===== config.mk =====
export PLATFORM = sky130hd
export DESIGN_NAME = fre_bcd_display_flat
export DESIGN_NICKNAME = d
export VERILOG_FILES = /design/src/rtl/fre_bcd_display_if.sv /design/src/rtl/fre_bcd_display.sv /design/src/flat_wrapper.sv
export SDC_FILE = /design/constraint.sdc
export NUM_CORES = 1
export LEC_CHECK = 0
export CAP_MARGIN = 20
export CORE_MARGIN = 4
export CORE_UTILIZATION = 30
export CTS_CLUSTER_SIZE = 28
export DETAILED_ROUTE_END_ITERATION = 7
export PLACE_DENSITY = 0.53
export SLEW_MARGIN = 10
export SYNTH_ARGS = -nofsm -noshare
export SYNTH_HDL_FRONTEND = slang
export SYNTH_SLANG_ARGS = --single-unit

===== constraint.sdc =====
create_clock -name clk -period 2.6 [get_ports clk]
set_clock_uncertainty 0.1 [all_clocks]
set_input_delay 0.26 -clock clk [delete_from_list [all_inputs] [get_ports clk]]
set_output_delay 0.26 -clock clk [all_outputs]
set_load 0.01 [all_outputs]

===== src/rtl/fre_bcd_display_if.sv =====
// rtl/fre_bcd_display_if.sv - value input and BCD/display outputs of the display stage
interface fre_bcd_display_if;
  logic [9:0]  displayfre;
  logic [15:0] bcd;
  logic        busy;
  logic [3:0]  an;
  logic [7:0]  sseg;

  modport master (
    output displayfre,
    input  bcd,
    input  busy,
    input  an,
    input  sseg
  );

  modport slave (
    input  displayfre,
    output bcd,
    output busy,
    output an,
    output sseg
  );
endinterface


===== src/rtl/fre_bcd_display.sv =====
// rtl/fre_bcd_display.sv - double-dabble BCD conversion and multiplexed 7-segment drive
module fre_bcd_display #(
  parameter int REFRESH_BITS = 18
) (
  input  logic              clk,
  input  logic              reset,
  fre_bcd_display_if.slave  bus
);

  typedef enum logic [1:0] {S_IDLE, S_SHIFT, S_DONE} state_t;

  state_t      r_state, w_state_nx;
  logic [9:0]  r_last_val, w_last_val_nx;
  logic        r_first, w_first_nx;
  logic [9:0]  r_bin_sh, w_bin_sh_nx;
  logic [15:0] r_bcd_sh, w_bcd_sh_nx;
  logic [3:0]  r_it, w_it_nx;
  logic [15:0] r_bcd, w_bcd_nx;
  logic        r_busy, w_busy_nx;
  logic [REFRESH_BITS-1:0] r_refresh;

  logic [15:0] w_bcd_adj;
  logic [1:0]  w_sel;
  logic [3:0]  w_digit;
  logic        w_blank;
  logic [7:0]  w_seg;

  // Add-3 correction on every BCD nibble before the shift
  always_comb begin
    w_bcd_adj = r_bcd_sh;
    for (int i = 0; i < 4; i++) begin
      if (r_bcd_sh[4*i +: 4] >= 4'd5)
        w_bcd_adj[4*i +: 4] = r_bcd_sh[4*i +: 4] + 4'd3;
    end
  end

  // Conversion FSM next-state and datapath; bcd only loads from DONE so it never shows partial data
  always_comb begin
    w_state_nx    = r_state;
    w_last_val_nx = r_last_val;
    w_first_nx    = r_first;
    w_bin_sh_nx   = r_bin_sh;
    w_bcd_sh_nx   = r_bcd_sh;
    w_it_nx       = r_it;
    w_bcd_nx      = r_bcd;
    w_busy_nx     = r_busy;
    case (r_state)
      S_IDLE: begin
        if (r_first || (bus.displayfre != r_last_val)) begin
          w_bin_sh_nx   = bus.displayfre;
          w_last_val_nx = bus.displayfre;
          w_bcd_sh_nx   = 16'd0;
          w_it_nx       = 4'd0;
          w_first_nx    = 1'b0;
          w_busy_nx     = 1'b1;
          w_state_nx    = S_SHIFT;
        end
      end
      S_SHIFT: begin
        {w_bcd_sh_nx, w_bin_sh_nx} = {w_bcd_adj[14:0], r_bin_sh, 1'b0};
        w_it_nx = r_it + 4'd1;
        if (r_it == 4'd9)
          w_state_nx = S_DONE;
      end
      S_DONE: begin
        w_bcd_nx   = r_bcd_sh;
        w_busy_nx  = 1'b0;
        w_state_nx = S_IDLE;
      end
      default: w_state_nx = S_IDLE;
    endcase
  end

  // Conversion state registers
  always_ff @(posedge clk) begin
    if (reset) begin
      r_state    <= S_IDLE;
      r_last_val <= 10'd0;
      r_first    <= 1'b1;
      r_bin_sh   <= 10'd0;
      r_bcd_sh   <= 16'd0;
      r_it       <= 4'd0;
      r_bcd      <= 16'd0;
      r_busy     <= 1'b0;
    end else begin
      r_state    <= w_state_nx;
      r_last_val <= w_last_val_nx;
      r_first    <= w_first_nx;
      r_bin_sh   <= w_bin_sh_nx;
      r_bcd_sh   <= w_bcd_sh_nx;
      r_it       <= w_it_nx;
      r_bcd      <= w_bcd_nx;
      r_busy     <= w_busy_nx;
    end
  end

  // Free-running refresh counter; its top two bits pick the lit digit
  always_ff @(posedge clk) begin
    if (reset)
      r_refresh <= '0;
    else
      r_refresh <= r_refresh + 1'b1;
  end

  assign w_sel   = r_refresh[REFRESH_BITS-1 -: 2];
  assign w_digit = r_bcd[{w_sel, 2'b00} +: 4];

  // Leading-zero blanking: a digit is dark when it and every digit above it are zero
  always_comb begin
    w_blank = 1'b0;
    case (w_sel)
      2'd1:    w_blank = (r_bcd[15:4] == 12'd0);
      2'd2:    w_blank = (r_bcd[15:8] == 8'd0);
      2'd3:    w_blank = (r_bcd[15:12] == 4'd0);
      default: w_blank = 1'b0;
    endcase
  end

  // Active-low segment decode, dp off; non-decimal nibbles go dark
  always_comb begin
    w_seg = 8'hFF;
    case (w_digit)
      4'd0: w_seg = 8'hC0;
      4'd1: w_seg = 8'hF9;
      4'd2: w_seg = 8'hA4;
      4'd3: w_seg = 8'hB0;
      4'd4: w_seg = 8'h99;
      4'd5: w_seg = 8'h92;
      4'd6: w_seg = 8'h82;
      4'd7: w_seg = 8'hF8;
      4'd8: w_seg = 8'h80;
      4'd9: w_seg = 8'h90;
      default: w_seg = 8'hFF;
    endcase
  end

  assign bus.bcd  = r_bcd;
  assign bus.busy = r_busy;
  assign bus.an   = w_blank ? 4'b1111 : ~(4'b0001 << w_sel);
  assign bus.sseg = w_blank ? 8'hFF : w_seg;

endmodule


===== src/flat_wrapper.sv =====
// flat-port wrapper written by rule: the top's interface ports become plain ports
module fre_bcd_display_flat 
#(
  parameter int REFRESH_BITS = 18
)
  (clk, reset, bus_displayfre, bus_bcd, bus_busy, bus_an, bus_sseg);
  fre_bcd_display_if bus_i ();
  input  logic clk;
  input  logic reset;
  input wire logic [$bits(bus_i.displayfre)-1:0] bus_displayfre;
  output wire logic [$bits(bus_i.bcd)-1:0] bus_bcd;
  output wire logic [$bits(bus_i.busy)-1:0] bus_busy;
  output wire logic [$bits(bus_i.an)-1:0] bus_an;
  output wire logic [$bits(bus_i.sseg)-1:0] bus_sseg;
  assign bus_i.displayfre = bus_displayfre;
  assign bus_bcd = bus_i.bcd;
  assign bus_busy = bus_i.busy;
  assign bus_an = bus_i.an;
  assign bus_sseg = bus_i.sseg;
  fre_bcd_display #(.REFRESH_BITS(REFRESH_BITS)) u_core (.clk(clk), .reset(reset), .bus(bus_i));
endmodule

Yosys cells after proc, flatten, opt, wreduce, memory -nomap -nowiden. Memories as Yosys holds them, arrays and structs flattened. Cells that the tools add are included.

Add/sub/neg operators: 6. Multipliers: 0. Div/mod/pow operators: 0. $lt $le $gt $ge: 4. Equality and inequality tests: 9. Shift-type cells: 2. Mux-type cells: 18. Bitwise gates (word level): 1. Reductions and logical operators: 11.

Operators by type and width (count): $pmux W16 S2 (1); $mux W4 (5); $pmux W10 S2 (1); $add A18 B1 Y18 const B (1); $ge A4 B3 Y1 const B (4); $mux W16 (1); $shiftx A16 B5 Y4 (1); $add A4 B2 Y4 const B (3); $logic_not A12 Y1 (1); $mux W10 (1); $ne A10 B10 Y1 (1); $logic_not A8 Y1 (1); $mux W8 (1); $pmux W4 S2 (1); $reduce_and A2 Y1 (4); $eq A2 B2 Y1 const B (3); $add A4 B1 Y4 const B (1); $eq A2 B1 Y1 const B (2); $eq A4 B4 Y1 const B (1); $logic_not A4 Y1 (1); $mux W2 (2); $ne A2 B1 Y1 const B (2); $not A4 Y4 (1); $pmux W2 S2 (1); other kinds (9) (10).

Register bits after elaboration: 78. Bits in latches: 0. Bits in writable memories: 0. ROM bits: 112. Input bits: 12. Output and inout bits: 29. Memories kept: 1.

Memories: (name not given) (depth 16, width 7, rd ports 1, clocked after memory_dff 0, write ports 0, line fre_bcd_display.sv:122) `case (w_digit)`.

Longest topological paths before layout.
Depth after elaboration: 4. Mapped depth: 7.

Worst setup path after synthesis. OpenSTA, ideal clock, no wires.

Path kind: register to output. Start point: register u_core.r_refresh[16]. End point: output bus_sseg[3]. Data arrival time: 1991 ps. Data required time: 2240 ps. Setup slack: 249 ps. Stages on the path, launching flop included: 8. Cells stage by stage: dfxtp_1 clkbuf_1 mux4_2 inv_1 ha_1 inv_1 mux2i_1 o21ai_0.

Cells in the longest elaborated chain, start to end: 3.

Ends and longest elaborated chain: from (decl) (line fre_bcd_display.sv:20) `logic [REFRESH_BITS-1:0] r_refresh;`; from (signal assigned) (line fre_bcd_display.sv:102) `r_refresh <= r_refresh + 1'b1;`; $shiftx A16 B5 Y4, or another cell as far along (line fre_bcd_display.sv:106) `assign w_digit = r_bcd[{w_sel, 2'b00} +: 4];`; $mem_v2 Z16 W7 or $pmux W1 S3 (tied branches); $mux W8 * (line fre_bcd_display.sv:140) `assign bus.sseg = w_blank ? 8'hFF : w_seg;`; to (decl) (line flat_wrapper.sv:14) `output wire logic [$bits(bus_i.sseg)-1:0] bus_sseg;`.

Mark *: on every way between the ends. The rest lies on a longest branch, timed or not.

Worst setup path after layout.
Start point: register u_core.r_refresh[16]. End point: output bus_sseg[4].

Same word-level chain as after synthesis.

==> impl_metrics.json <==
{
  "port_buffers": 39,
  "clockRootBuffer": "clkbuf_16",
  "tns_ns": 0,
  "slowest_delay_ns": 0.56,
  "p_leak_nw": 1.80,
  "track_usage": 0.128,
  "cts_tree": "built",
  "wl_per_cell_um": 13.9,
  "clkTransAtPathRegs_ns": 0.06,
  "use_met2": 0.207,
  "postRouteAntennaNets": 0,
  "n_antenna_cell": 0,
  "p_seq_frac": 0.448,
  "met1_usage": 0.163,
  "clock_latency_ns": 0.34,
  "first_pass_iters": 4,
  "internal-power_mw": 2.15,
  "die_x_um": 126,
  "grt.overflow.total": 0,
  "yosys_register_bits": 78,
  "regArea_mm2": 0.00157,
  "gr-max-usage-layer": "met2",
  "routed_wl_um": 9820,
  "fin_nets": 552,
  "synth_top_cell_area_share": 0.372,
  "die_h_um": 126,
  "ios": 41,
  "cts_sinks": 78,
  "mostFrequentLayoutCells": "dfxtp_1 (76), nand2_1 (66), nor2_1 (43)",
  "num_rows": 42,
  "fin_crit_ns": 2.49,
  "power_switching_mw": 0.655,
  "critPathLaunchType": "flip-flop",
  "path_max_fanout": 5,
  "required_ns": 2.24,
  "grt_pass1_wl_um": 16800,
  "endpoint_kind": "primary output",
  "swShare": 0.234,
  "max_cap_viol_count": 0,
  "drc": 0,
  "async_reset_ff_frac": 0,
  "drive_gt1_frac": 0.129,
  "gp_congestion": 0.732,
  "clock.fmax_mhz": 402,
  "numCtsBuffers": 9,
  "gr-usage-met3": 0.0420,
  "hold_path.class": "flip-flop to flip-flop",
  "fill_cells": 1419,
  "h-tree-depth": 3,
  "critPathKind": "flip-flop to primary output",
  "fin_ws_ns": 0.110,
  "die-area_mm2": 0.0159,
  "syn_area_mm2": 0.00420,
  "crit_slowest_cell": "mux4_2",
  "crit_arrival_ns": 2.13,
  "worstHoldStart": "u_core.r_first$_SDFFE_PP1P_",
  "timing.rr.start": "u_core.r_last_val[7]$_SDFFE_PP0P_",
  "synth_ff_type": "dfxtp_1",
  "hpwl_um": 6790,
  "grt_pass1_vias": 3489,
  "start_util": 0.312,
  "power-per-cell-area_mw_per_mm2": 549,
  "ir_drop_uv": 262,
  "vias": 3570,
  "multi_input_area_mm2": 0.00241,
  "syn_avg_cell_area_um2": 8.58,
  "status": "complete, no violations",
  "crit_path_start": "u_core.r_refresh[16]$_SDFF_PP0_",
  "relSlewSlack": 0.513,
  "ys_seq_area_frac": 0.372,
  "synth_edf_count": 0,
  "utilization": 0.379,
  "finalSetupViolations": 0,
  "yosys.area.top_type": "dfxtp_1",
  "combPwrFrac": 0.068,
  "synth.area.top_cells": "dfxtp_1 (37%), nand2_1 (5.9%), ha_1 (4.8%), xnor2_1 (4.6%), a21oi_1 (4.3%)",
  "layout_commonest_cell": "dfxtp_1",
  "viasPerCell": 5.06,
  "grt_max_degree": 51,
  "ys_warn_count": 0,
  "synth.distinct_cells": 53,
  "power_mw": 2.80,
  "cts_buffer_depth": 2,
  "preCtsSetupSlack_ns": -0.0318,
  "syn-instance-count": 489,
  "areaGrowthSynthToFinish_pct": 21.6,
  "drt_iter0_drc": 183,
  "drv_slew": 0,
  "finalHoldViolCount": 0,
  "worstMarginPinSlew_ns": 0.729,
  "core_area_mm2": 0.0135,
  "postSynthNetCount": 517,
  "whs_ns": 0.357,
  "fin_crit_sh": 0.958,
  "pwr-share-clk": 0.484,
  "antenna_found_initial": 0,
  "worstPathCellList": "mux4_2 -> inv_2 -> ha_1 -> inv_1 -> nor3b_2 -> o22ai_1 -> dlygate4sd2_1"
}
==> sequential cells by signal, indices dropped and copies added, names as in the netlist <==
signal and flops:
u_core.bus.bcd 16, u_core.bus.busy 1, u_core.r_bcd_sh 16, u_core.r_bin_sh 10
u_core.r_first 1, u_core.r_it 4, u_core.r_last_val 10, u_core.r_refresh 18
u_core.r_state 2
==> power groups by stage <==
stage          Sequential (mW)  Clock (mW)  Combinational [mW]
2_1_floorplan             1.28           0               0.134
3_3_place_gp              1.28           0               0.186
3_5_place_dp              1.28           0               0.191
4_1_cts                   1.26        1.39               0.191
5_1_grt                   1.26        1.45               0.213
6_report                  1.26        1.36               0.189
==> worst max-delay path: cells and delay by family, from the launching register on <==
kind	cells	cell delay, ns
AO/OA/AOI/OAI	1	0.09
multiplexers	1	0.56
adder cells (fa/ha/maj)	1	0.14
flip-flops	1	0.39
buffers and inverters	3	0.45
AND/OR/NAND/NOR	1	0.17
==> cell usage after synthesis, types with 5 or more instances <==
library cell and n:
dfxtp_1 78, nand2_1 66, nor2_1 43, a21oi_1 36, clkbuf_1 24, xnor2_1 22
inv_1 17, ha_1 16, o21ai_0 16, nand3_1 12, o2bb2ai_1 12, a211oi_1 11
mux2_2 9, nor4b_1 9, o221ai_1 9, or4_1 9, and3_1 8, nor2b_1 8
xor2_1 7, buf_6 6, nand2b_1 6, o2111ai_1 6, nor3_1 5
==> cell families after synthesis <==
kind of cell / count (synthesis) / share of synthesized area
adders and majority gates: 16 / 0.0477
and+or+nand+nor: 188 / 0.223
other: 1 / 0.000893
muxes: 16 / 0.0528
AOI/OAI and AO/OA: 110 / 0.184
DFF: 78 / 0.372
buffers and inverters: 51 / 0.0596
xor gates and xnor gates: 29 / 0.0605
==> metrics by stage <==
stage | area [µm²] | instances
after global routing | 5100 | 705
after CTS | 5090 | 704
after global placement | 4760 | 688
final | 5100 | 705
after detailed placement | 4760 | 688
after floorplan | 4200 | 489
==> layer usage <==
| layer | wire [µm] | share of wire |
|---|---|---|
| met1 | 4660 | 0.47 |
| met2 | 4590 | 0.47 |
| met3 | 456 | 0.046 |
| met4 | 116 | 0.012 |
| met5 | 0 | 0 |
==> final timing paths <==
| path | to | slack (ns) | cells past startpoint |
|---|---|---|---|
| max | bus_sseg[4] | 0.11 | 7 |
| min | u_core.r_first$_SDFFE_PP1P_ | 0.36 | 2 |
| max reg2reg | u_core.r_last_val[3]$_SDFFE_PP0P_ | 0.54 | 5 |
| min reg2reg | u_core.r_first$_SDFFE_PP1P_ | 0.36 | 2 |
==> cell type report <==
class | count | share of cell area
flip-flops and latches | 78 | 0.307
clock inverters | 7 | 0.0194
well taps | 176 | 0.0431
clock buffers | 9 | 0.0441
multi-input cells | 360 | 0.472
repair buffers | 58 | 0.102
inverters | 17 | 0.0125
==> what timing repair did <==
item	4_1_cts	5_1_grt
resized for setup	12	9
hold buffers	0	0
endpoints found under the hold margin	0	0
endpoints found under the setup margin	8	5
buffers inserted	0	1
No activity file was read; power rests on OpenSTA's default activity.
